## config.mk

```make
export PLATFORM = sky130hd
export DESIGN_NAME = dma_addr_latch_ext
export DESIGN_NICKNAME = d
export VERILOG_FILES = /design/src/rtl/dma_addr_latch_ext.sv
export SDC_FILE = /design/constraint.sdc
export NUM_CORES = 1
export LEC_CHECK = 0
export BUFFER_PORTS_ARGS = -buffer_cell sky130_fd_sc_hd__buf_2
export CAP_MARGIN = 5
export CORE_ASPECT_RATIO = 1.75
export CORE_UTILIZATION = 55
export CTS_BUF_LIST = sky130_fd_sc_hd__clkbuf_8
export CTS_CLUSTER_SIZE = 40
export DETAILED_ROUTE_END_ITERATION = 10
export PLACE_DENSITY_LB_ADDON = 0.15
export SETUP_SLACK_MARGIN = 0.05
export SLEW_MARGIN = 15
export SYNTH_ARGS = -nofsm -noshare
export SYNTH_HDL_FRONTEND = slang
export SYNTH_SLANG_ARGS = --single-unit
```

## constraint.sdc

```tcl
create_clock -name CLK -period 3.45 [get_ports CLK]
set_clock_uncertainty 0.2 [all_clocks]
set_input_delay 0.1725 -clock CLK [delete_from_list [all_inputs] [get_ports CLK]]
set_output_delay 0.1725 -clock CLK [all_outputs]
set_load 0.02 [all_outputs]
```

## src/rtl/dma_addr_latch_ext.sv

```systemverilog
// dma_addr_latch_ext: system address generator for the DMA controller.
// CPU mode (AEN=0) latches the multiplexed CPU address on ALE.
// DMA mode (AEN=1) composes {page[DACK_CH], mid byte latched on ADSTB, DMA_A_LO}.
// The per-channel page registers can step up when the middle byte wraps FF->00.
module dma_addr_latch_ext #(
  parameter  int ADDR_W   = 24,
  parameter  int NCH      = 4,
  parameter  int PAGE_INC = 1,
  localparam int PG_W     = ADDR_W - 16,
  localparam int CH_W     = (NCH > 1) ? $clog2(NCH) : 1
) (
  input  logic              CLK,
  input  logic              RESET_N,
  input  logic              AEN,
  input  logic              ALE,
  input  logic              ADSTB,
  input  logic [15:0]       AD15_AD0,
  input  logic [PG_W-1:0]   A_HI,
  input  logic [7:0]        DMA_A_LO,
  input  logic [CH_W-1:0]   DACK_CH,
  input  logic              PAGE_WE,
  input  logic [CH_W-1:0]   PAGE_SEL,
  input  logic [PG_W-1:0]   PAGE_WDATA,
  output logic [ADDR_W-1:0] Address,
  output logic              ADDR_OE_LO,
  output logic [PG_W-1:0]   PAGE_RDATA,
  output logic              WRAP_PULSE
);

  logic [15:0]            cpu_lo_q;
  logic [PG_W-1:0]        cpu_hi_q;
  logic [7:0]             mid_q;
  logic [7:0]             mid_prev_q;
  logic                   adstb_q;
  logic                   wrap_q;
  logic [NCH-1:0][PG_W-1:0] page;

  logic                   mid_stb;
  logic                   adstb_fall;
  logic                   wrap_det;
  logic                   page_we_ok;
  logic                   inc_ok;
  logic [PG_W-1:0]        pg_dma;
  logic [PG_W-1:0]        pg_rd;

  // The middle byte follows whichever strobe owns the bus.
  assign mid_stb    = AEN ? ADSTB : ALE;
  // Falling ADSTB only counts while DMA still owns the bus; otherwise the
  // pending comparison is simply dropped.
  assign adstb_fall = AEN & adstb_q & ~ADSTB;
  assign wrap_det   = adstb_fall & (mid_prev_q == 8'hFF) & (mid_q == 8'h00);
  assign page_we_ok = PAGE_WE & ~AEN;
  assign inc_ok     = (PAGE_INC != 0) & wrap_det;

  // Page bank muxes; out-of-range channel numbers read as zero.
  always_comb begin
    pg_dma = '0;
    pg_rd  = '0;
    for (int i = 0; i < NCH; i++) begin
      if (DACK_CH == CH_W'(i))  pg_dma = page[i];
      if (PAGE_SEL == CH_W'(i)) pg_rd  = page[i];
    end
  end

  // Transparent-latch emulation: track the bus while the strobe is high.
  always_ff @(posedge CLK or negedge RESET_N) begin
    if (!RESET_N) begin
      cpu_lo_q <= '0;
      cpu_hi_q <= '0;
      mid_q    <= '0;
    end else begin
      if (ALE) begin
        cpu_lo_q <= AD15_AD0;
        cpu_hi_q <= A_HI;
      end
      if (mid_stb) mid_q <= AD15_AD0[15:8];
    end
  end

  // Middle-byte wrap tracking across successive ADSTB strobes.
  always_ff @(posedge CLK or negedge RESET_N) begin
    if (!RESET_N) begin
      adstb_q    <= 1'b0;
      mid_prev_q <= '0;
      wrap_q     <= 1'b0;
    end else begin
      adstb_q <= ADSTB;
      wrap_q  <= wrap_det;
      if (adstb_fall) mid_prev_q <= mid_q;
    end
  end

  // Page registers: CPU writes in CPU mode, optional increment on wrap.
  // Write and increment are mutually exclusive since they need opposite AEN.
  always_ff @(posedge CLK or negedge RESET_N) begin
    if (!RESET_N) begin
      for (int i = 0; i < NCH; i++) page[i] <= '0;
    end else begin
      for (int i = 0; i < NCH; i++) begin
        if (page_we_ok && (PAGE_SEL == CH_W'(i)))
          page[i] <= PAGE_WDATA;
        else if (inc_ok && (DACK_CH == CH_W'(i)))
          page[i] <= page[i] + PG_W'(1);
      end
    end
  end

  assign ADDR_OE_LO = ~AEN;
  assign PAGE_RDATA = pg_rd;
  assign WRAP_PULSE = wrap_q;
  // DMA_A_LO is a live pass-through, so the reset gate keeps Address at zero
  // during reset regardless of bus mode.
  assign Address = !RESET_N ? '0 :
                   AEN      ? {pg_dma, mid_q, DMA_A_LO} :
                              {cpu_hi_q, cpu_lo_q};

endmodule
```

==> results of run 1 <==
-- critical path, cell delays in order (launching register included) --
cell and delay [ns]:
dfrtp_1 0.41, or4b_1 0.56, or4_1 0.79, nor2_1 0.41, o211ai_1 0.15
-- cell families (layout without fill, tap and decap cells) --
family,after synthesis,after routing,share of synthesized area
buf+inv,35,150,0.0299
compound gates,77,77,0.123
flops,74,74,0.398
fa+ha+maj,4,4,0.0108
simple gates,178,178,0.210
mux,81,81,0.228
-- final cells by class --
class,count,area [um^2]
clock inverter,6,58.8
sequential,74,1850
fill,658,2590
inverter,10,37.5
timing repair buffer,125,818
tap,92,115
multi-input combinational,340,2660
clock buffer,9,124
-- registers in the layout, summed over array words and instances, names as in the netlist --
signal	count
cpu_hi_q	8
mid_prev_q	8
mid_q	8
page	32
cpu_lo_q	16
adstb_q	1
WRAP_PULSE	1
-- where the power goes --
group,total (mW),switching (mW),internal (mW)
sequential,1.19,0.183,1.00
combinational,0.670,0.333,0.337
clock,0.649,0.323,0.326
total,2.50,0.839,1.67
-- placed cells by master, fill, tap and decap left out, drive strengths merged, types with 4 or more instances in the layout --
| cell | instances |
|---|---|
| a211oi | 8 |
| nor3 | 16 |
| nor2 | 20 |
| mux4 | 16 |
| nor2b | 26 |
| a22oi | 5 |
| dfrtp | 74 |
| nand2 | 42 |
| dlygate4sd3 | 34 |
| o21a | 6 |
| mux2 | 40 |
| ha | 4 |
| nand3b | 4 |
| nand4 | 10 |
| nor4 | 11 |
| o21ai | 6 |
| o211ai | 39 |
| clkbuf | 9 |
| inv | 10 |
| mux2i | 25 |
| clkinv | 5 |
| and2 | 7 |
| nand3 | 16 |
| buf | 91 |
-- repair_timing --
item / in CTS / in global routing
hold buffers: 34 / 0
hold endpoints to repair: 102 / 0
setup buffers: 0 / 0
setup endpoints to repair: 0 / 0
-- through the flow --
step	std cells	utilization	hold slack (ns)	total power, mW
floorplan	449	-	-0.323	1.59
global placement	607	0.623	0.0396	1.81
detailed placement	607	0.623	0.0390	1.83
CTS	656	0.687	0.173	2.51
global route	656	0.687	0.205	2.62
finish	656	0.687	0.181	2.50
-- routing by layer --
metal | vias up | GRT usage | share of wire
met2 | 181 | 0.570 | 0.54
met1 | 2081 | 0.349 | 0.37
met3 | 32 | 0.0429 | 0.053
met5 | - | 0 | 0
met4 | 0 | 0.167 | 0.035
li1 | 1929 | - | -
-- path summary, 6_finish.rpt --
| path | slack, ns | start | endpoint | cells past startpoint |
|---|---|---|---|---|
| worst min-delay path | 0.18 | AEN | mid_prev_q[5] | 4 |
| min in group asynchronous | 0.22 | RESET_N | cpu_hi_q[1] | 2 |
| worst max register to register | 0.80 | mid_q[2] | page[7] | 4 |
| worst max-delay path | 0.80 | mid_q[2] | page[7] | 4 |
| worst min register to register | 0.31 | mid_prev_q[2] | mid_prev_q[2] | 1 |
| max in group asynchronous | 1.92 | RESET_N | page[15] | 3 |
==> flow_summary_export.csv, run 1 <==
group,metric,value,unit
logic_synthesis,synth_edf_count,0,
logic_synthesis,async_reset_ff_frac,1.00,
logic_synthesis,synth_area_per_cell,10.4,um^2
sta,max_slew_margin,0.411,
clock_tree,clock-sinks,74,
power_and_ir_drop,p_per_area,442,nW/um^2
logic_synthesis,synth_top_area_cell,"dfrtp_1",
sta,tightest_slew,0.859,ns
clock_tree,numCtsBuffers,9,
die,core_area,8260,um^2
route,num_vias,4223,
logic_synthesis,synthCells,449,
power_and_ir_drop,leakage,2.38,nW
final_layout,num_antenna_cells,0,
place,gp_congestion,0.931,
route,drt_wl_total,13200,um
place,numPortBuffers,83,
global_route,gr-usage-all-layers,0.312,
final_layout,area_delta_synth_final,22.0,%
die,die_height,124,um
place,place_ws,0.815,ns
worst_setup_path,start_kind,"flip-flop",
sta,hold_viol,0,
worst_setup_path,critical_path_arrival,2.67,ns
clock_tree,cts_tree,"built",
clock_tree,htree_num_levels,3,
route,vias_per_cell,6.44,
logic_synthesis,yosys.area.top_type_share,0.398,
logic_synthesis,yosysSeqAreaShare,0.398,
die,die_w,71.5,um
route,drc,0,
die,die-area,8840,um^2
sta,setup_ws,0.800,ns
global_route,first_global_vias,4074,
logic_synthesis,yosysMostFrequentCell,"dfrtp_1",
clock_tree,cts.path.max_buffers,2,
global_route,grt_pass1_wl,20800,um
global_route,grt_antenna_before_repair,0,
logic_synthesis,synth_area_leaders,"dfrtp_1 40%, mux2_2 9.7%, mux4_2 7.8%",
global_route,gr-total-overflow,0,
route,drt-initial-drc-count,327,
sta,period_minus_slack,2.65,ns
worst_hold_path,hp-class,"in -> reg",
power_and_ir_drop,ir_drop,0.000305,V
route,wl_per_cell,20.2,um
clock_tree,clock_latency,0.35,ns
sta,finalSetupViolations,0,
logic_synthesis,ys_ff_latch,74,
clock_tree,clk_pin_slew,0.07,ns
die,ios,84,
logic_synthesis,synthFlopType,"dfrtp_1",
clock_tree,ctsRootBufferMaster,"clkbuf_8",
final_layout,fin_nets,614,
sta,slew_viol_final,0,
global_route,grt_max_degree,67,
worst_setup_path,worstSetupPathType,"reg -> reg",
clock_tree,ctsResizeCount,0,
place,dp_hpwl,9620,um
run_status,status,"finished clean",
logic_synthesis,synth_area,4650,um^2
route,ant_nets,0,
final_layout,drive_gt1_frac,0.303,
logic_synthesis,yosys_warnings,0,
worst_setup_path,path_max_fanout,20,
die,num_rows,44,
route,drt-pass1-iter-count,6,
run,maxCapViolations,0,
worst_setup_path,endpoint_kind,"flip-flop",
logic_synthesis,synth_fp_nets,503,
sta,timing.final.crit_share,0.768,
logic_synthesis,synth_common_cells,"74 x dfrtp_1, 42 x nand2_1, 40 x mux2_2",
logic_synthesis,synth.distinct_cells,50,
worst_setup_path,cp.required,3.47,ns
place,dpl_cell_area,5150,um^2
final_layout,fin_area,5670,um^2
sta,tns,0,ns
sta,rsz0062_at_grt,"no",
die,start_util,0.563,
sta,fmax,377,MHz
Power figures use the tool's default switching activity.
==> run 2: changes to the inputs <==
Settings changed: CORE_UTILIZATION 55 to 53.
Clock period 3.45 ns to 2.3 ns, I/O delays scaled along.
==> run 2 against run 1 <==
Compared with the run above:
- non-clock buffer count increased by 24
- core utilization increased by 2.0 points
- clock power rose by 57%
- highest routed layer unchanged
==> flow_summary_export.csv, run 2 (synthesis results as in run 1) <==
group,metric,value,unit
run_status,status,"finished clean",
place,numPortBuffers,83,
route,drt-initial-drc-count,427,
sta,period_minus_slack,2.29,ns
final_layout,fin_area,5950,um^2
route,wl_per_cell,20.6,um
place,dpl_cell_area,5350,um^2
final_layout,top_regs,"page (32), cpu_lo_q (16)",
sta,setup_ws,0.00639,ns
power_and_ir_drop,ir_drop,0.000495,V
sta,slew_viol_final,0,
clock_tree,numCtsBuffers,9,
clock_tree,ctsRootBufferMaster,"clkbuf_8",
place,gp_congestion,0.994,
clock_tree,clk_pin_slew,0.08,ns
power_and_ir_drop,p_per_area,654,nW/um^2
power_and_ir_drop,p_total,3.90,mW
clock_tree,clock-sinks,74,
sta,rsz0062_at_grt,"yes",
place,place_inst,652,
global_route,gr-total-overflow,0,
route,highest_layer,"met4",
route,ant_nets,0,
place,dp_hpwl,10500,um
route,wl_met1,5140,um
worst_hold_path,hp-class,"in -> async",
final_layout,largest-register,"page",
die,num_rows,44,
route,drt_wl_total,14500,um
die,core_area,8420,um^2
sta,tightest_slew,0.585,ns
route,num_vias,4391,
global_route,grt_max_degree,40,
worst_setup_path,cp.required,2.38,ns
clock_tree,cts_tree,"built",
final_layout,largest_register_ffs,32,
global_route,first_global_vias,4563,
worst_setup_path,start_kind,"flip-flop",
die,die_w,72.8,um
final_layout,mostFrequentLayoutCell,"buf_2",
worst_setup_path,worstSetupPathType,"reg -> reg",
clock_tree,clock_latency,0.36,ns
final_layout,drive_gt1_frac,0.340,
final_layout,fin_util,0.707,
sta,max_slew_margin,0.610,
global_route,gr-usage-all-layers,0.333,
clock_tree,htree_num_levels,3,
route,met3RoutedLength,799,um
sta,finalHoldWorstSlack,0.0248,ns
sta,hold_viol,0,
final_layout,fin_nets,638,
die,die-area,9160,um^2
die,start_util,0.552,
worst_setup_path,critical_path_arrival,2.38,ns
die,die_height,126,um
final_layout,area_delta_synth_final,28.1,%
route,dr_wl_met2,7950,um
worst_setup_path,path_max_fanout,20,
final_layout,num_antenna_cells,0,
route,vias_per_cell,6.25,
global_route,grt_antenna_before_repair,0,
route,drt-pass1-iter-count,5,
clock_tree,cts.path.max_buffers,2,
sta,finalSetupViolations,0,
final_layout,final_cell_mix,"82 x buf_2, 74 x dfrtp_1, 41 x nand2_1",
global_route,grt_pass1_wl,23000,um
place,place_ws,-0.0939,ns
sta,tns,0,ns
die,ios,84,
route,drc,0,
run,maxCapViolations,0,
final_layout,stdcell_count,703,
power_and_ir_drop,leakage,2.52,nW
sta,timing.final.crit_share,0.997,
worst_setup_path,endpoint_kind,"flip-flop",
sta,fmax,436,MHz
[run 2: report_power, final]
part / total (mW) / internal, mW / switching (mW)
combinational: 1.11 / 0.551 / 0.556
clock: 1.02 / 0.521 / 0.500
sequential: 1.77 / 1.50 / 0.264
[run 2: worst max-delay path, cell delays in order, from the launching register on]
cell,delay (ns)
dfrtp_1,0.38
or4b_4,0.57
or4_4,0.45
buf_12,0.18
or3_1,0.34
nand3_1,0.08
[run 2: path summary, 6_finish.rpt]
| path | startpoint | slack (ns) | cells after the start | to |
|---|---|---|---|---|
| setup / recovery | mid_q[0] | 0.006 | 5 | page[0] |
| hold / removal | RESET_N | 0.02 | 2 | mid_prev_q[3] |
| setup reg to reg | mid_q[0] | 0.006 | 5 | page[0] |
| hold reg to reg | cpu_lo_q[13] | 0.31 | 1 | cpu_lo_q[13] |
| max in group asynchronous | RESET_N | 1.09 | 3 | page[4] |
| min in group CLK | ALE | 0.07 | 2 | cpu_lo_q[0] |
[run 2: cell type report]
type                       instances  area, um^2
clock inverter                     5        55.1
fill                             632        2470
sequential                        74        1850
inverter                          10        37.5
multi-input combinational        340        2700
timing repair buffer             149        1030
tap                              115         144
clock buffer                      10         138
[run 2: per-layer routing]
metal / vias to the layer above / track usage
li1: 1969 / -
met1: 2155 / 0.361
met2: 216 / 0.600
met3: 51 / 0.0536
met4: 0 / 0.180
met5: - / 0
[run 2: timing repair]
item | in CTS | in global routing
setup endpoints to repair | 27 | 24
hold buffers | 34 | 0
pin swaps | 0 | 4
setup buffers | 0 | 2
resized for setup | 7 | 6
hold endpoints to repair | 138 | 0
==> run 3: changes to the inputs <==
Settings changed: CORE_ASPECT_RATIO 1.75 to not set.
==> run 3 against run 2 <==
Compared with the run above:
- combinational power about the same
- routed wire length decreased by 7.2%
- global-route usage is 2.3 points lower
- critical path type unchanged
- largest power group unchanged
- highest routed layer unchanged
==> flow_summary_export.csv, run 3 (synthesis results as in run 1) <==
group,metric,value,unit
power_and_ir_drop,p_per_area,654,nW/um^2
place,place_ws,-0.0529,ns
worst_setup_path,slowest_stage,"or4b_4",
clock_tree,ctsRootBufferMaster,"clkbuf_8",
sta,slew_viol_final,0,
final_layout,drive_gt1_frac,0.341,
sta,timing.final.crit_share,0.997,
final_layout,mostFrequentLayoutCell,"buf_2",
route,num_vias,4376,
run,maxCapViolations,0,
route,vias_per_cell,6.32,
sta,hold_viol,0,
worst_setup_path,critPathBufInv,1,
clock_tree,cts.path.max_buffers,2,
place,gp_congestion,0.926,
die,die-area,9150,um^2
sta,finalSetupViolations,0,
route,ant_nets,0,
route,drt-initial-drc-count,309,
die,die_w,95.7,um
final_layout,largest_register_ffs,32,
power_and_ir_drop,leakage,2.53,nW
global_route,gr-usage-all-layers,0.310,
sta,setup_ws,0.00759,ns
clock_tree,htree_num_levels,3,
worst_hold_path,hp-class,"in -> reg",
global_route,grt_pass1_wl,21200,um
worst_setup_path,endpoint_kind,"flip-flop",
sta,max_slew_margin,0.616,
power_and_ir_drop,ir_drop,0.000369,V
die,num_rows,33,
global_route,grt_max_degree,56,
worst_setup_path,start_kind,"flip-flop",
worst_setup_path,cp.required,2.38,ns
worst_setup_path,crit_chain,"or4b_4, or4_4, buf_12, or3_4, nand3_2",
route,drc,0,
die,core_area,8340,um^2
worst_setup_path,critical_path_arrival,2.37,ns
final_layout,area_delta_synth_final,27.3,%
worst_setup_path,path_max_fanout,20,
clock_tree,numCtsBuffers,9,
worst_setup_path,worstSetupPathType,"reg -> reg",
place,numPortBuffers,83,
worst_setup_path,crit_family,"simple AND/OR/NAND/NOR gates",
final_layout,top_regs,"page (32), cpu_lo_q (16)",
route,drt-pass1-iter-count,5,
final_layout,fin_nets,636,
final_layout,num-fill-cells,629,
final_layout,largest-register,"page",
run_status,status,"finished clean",
worst_setup_path,max_stage_delay,0.57,ns
clock_tree,clk_pin_slew,0.09,ns
clock_tree,cts_setup_buffers,0,
sta,tightest_slew,0.575,ns
place,dp_hpwl,9490,um
die,start_util,0.557,
global_route,gr-total-overflow,0,
clock_tree,clock-sinks,74,
power_and_ir_drop,p_total,3.87,mW
final_layout,num_antenna_cells,0,
global_route,first_global_vias,4193,
sta,period_minus_slack,2.29,ns
final_layout,final_cell_mix,"82 x buf_2, 74 x dfrtp_1, 42 x nand2_1",
route,drt_wl_total,13500,um
route,wl_per_cell,19.4,um
clock_tree,cts_tree,"built",
die,ios,84,
die,die_height,95.7,um
sta,finalHoldWorstSlack,0.0392,ns
sta,rsz0062_at_grt,"yes",
global_route,grt_antenna_before_repair,0,
sta,fmax,436,MHz
clock_tree,clock_latency,0.35,ns
-- run 3: path summary, 6_finish.rpt --
kind	start	endpoint	slack (ns)	cells after the start
max	mid_q[2]	page[0]	0.008	5
min	ALE	cpu_lo_q[3]	0.04	2
max reg2reg	mid_q[2]	page[0]	0.008	5
min reg2reg	cpu_hi_q[2]	cpu_hi_q[2]	0.31	1
max in group asynchronous	RESET_N	page[17]	0.99	3
min in group asynchronous	RESET_N	cpu_lo_q[15]	0.09	2
-- run 3: layout make-up --
type	count	area (um^2)	area share
multi-input combinational	340	2710	0.458
sequential	74	1850	0.313
timing repair buffer	147	996	0.168
clock inverter	7	70.1	0.0118
tap	105	131	0.0222
clock buffer	9	124	0.0209
inverter	10	37.5	0.00634
-- run 3: what timing repair did --
action                                  in CTS  in global routing
resized for setup                            9                  4
endpoints found under the setup margin      21                 14
hold buffers                                34                  0
endpoints found under the hold margin       92                  0
gates cloned                                 0                  0
pin swaps                                    0                  2
-- run 3: per-layer routing --
layer  GRT usage  wire length [um]  vias up
li1            -                 -     1976
met1       0.421              5570     2162
met2       0.490              6540      217
met3      0.0638              1070       21
met4       0.116               272        0
met5           0                 0        -
-- run 3: where the power goes --
| part | internal [mW] | leakage, nW | switching [mW] | total (mW) |
|---|---|---|---|---|
| clock network | 0.501 | 0.105 | 0.513 | 1.01 |
| registers | 1.50 | 0.886 | 0.249 | 1.75 |
| logic | 0.554 | 1.53 | 0.551 | 1.11 |
-- run 3: per-stage QoR --
step                      TNS [ns]   util  area, um^2  instances
final                            0  0.710        5920        692
after global routing      -0.00341  0.710        5920        692
after CTS                        0  0.707        5900        692
after detailed placement    -0.405  0.639        5330        642
after global placement           0  0.639        5330        642
after floorplan                  0      -        4650        449
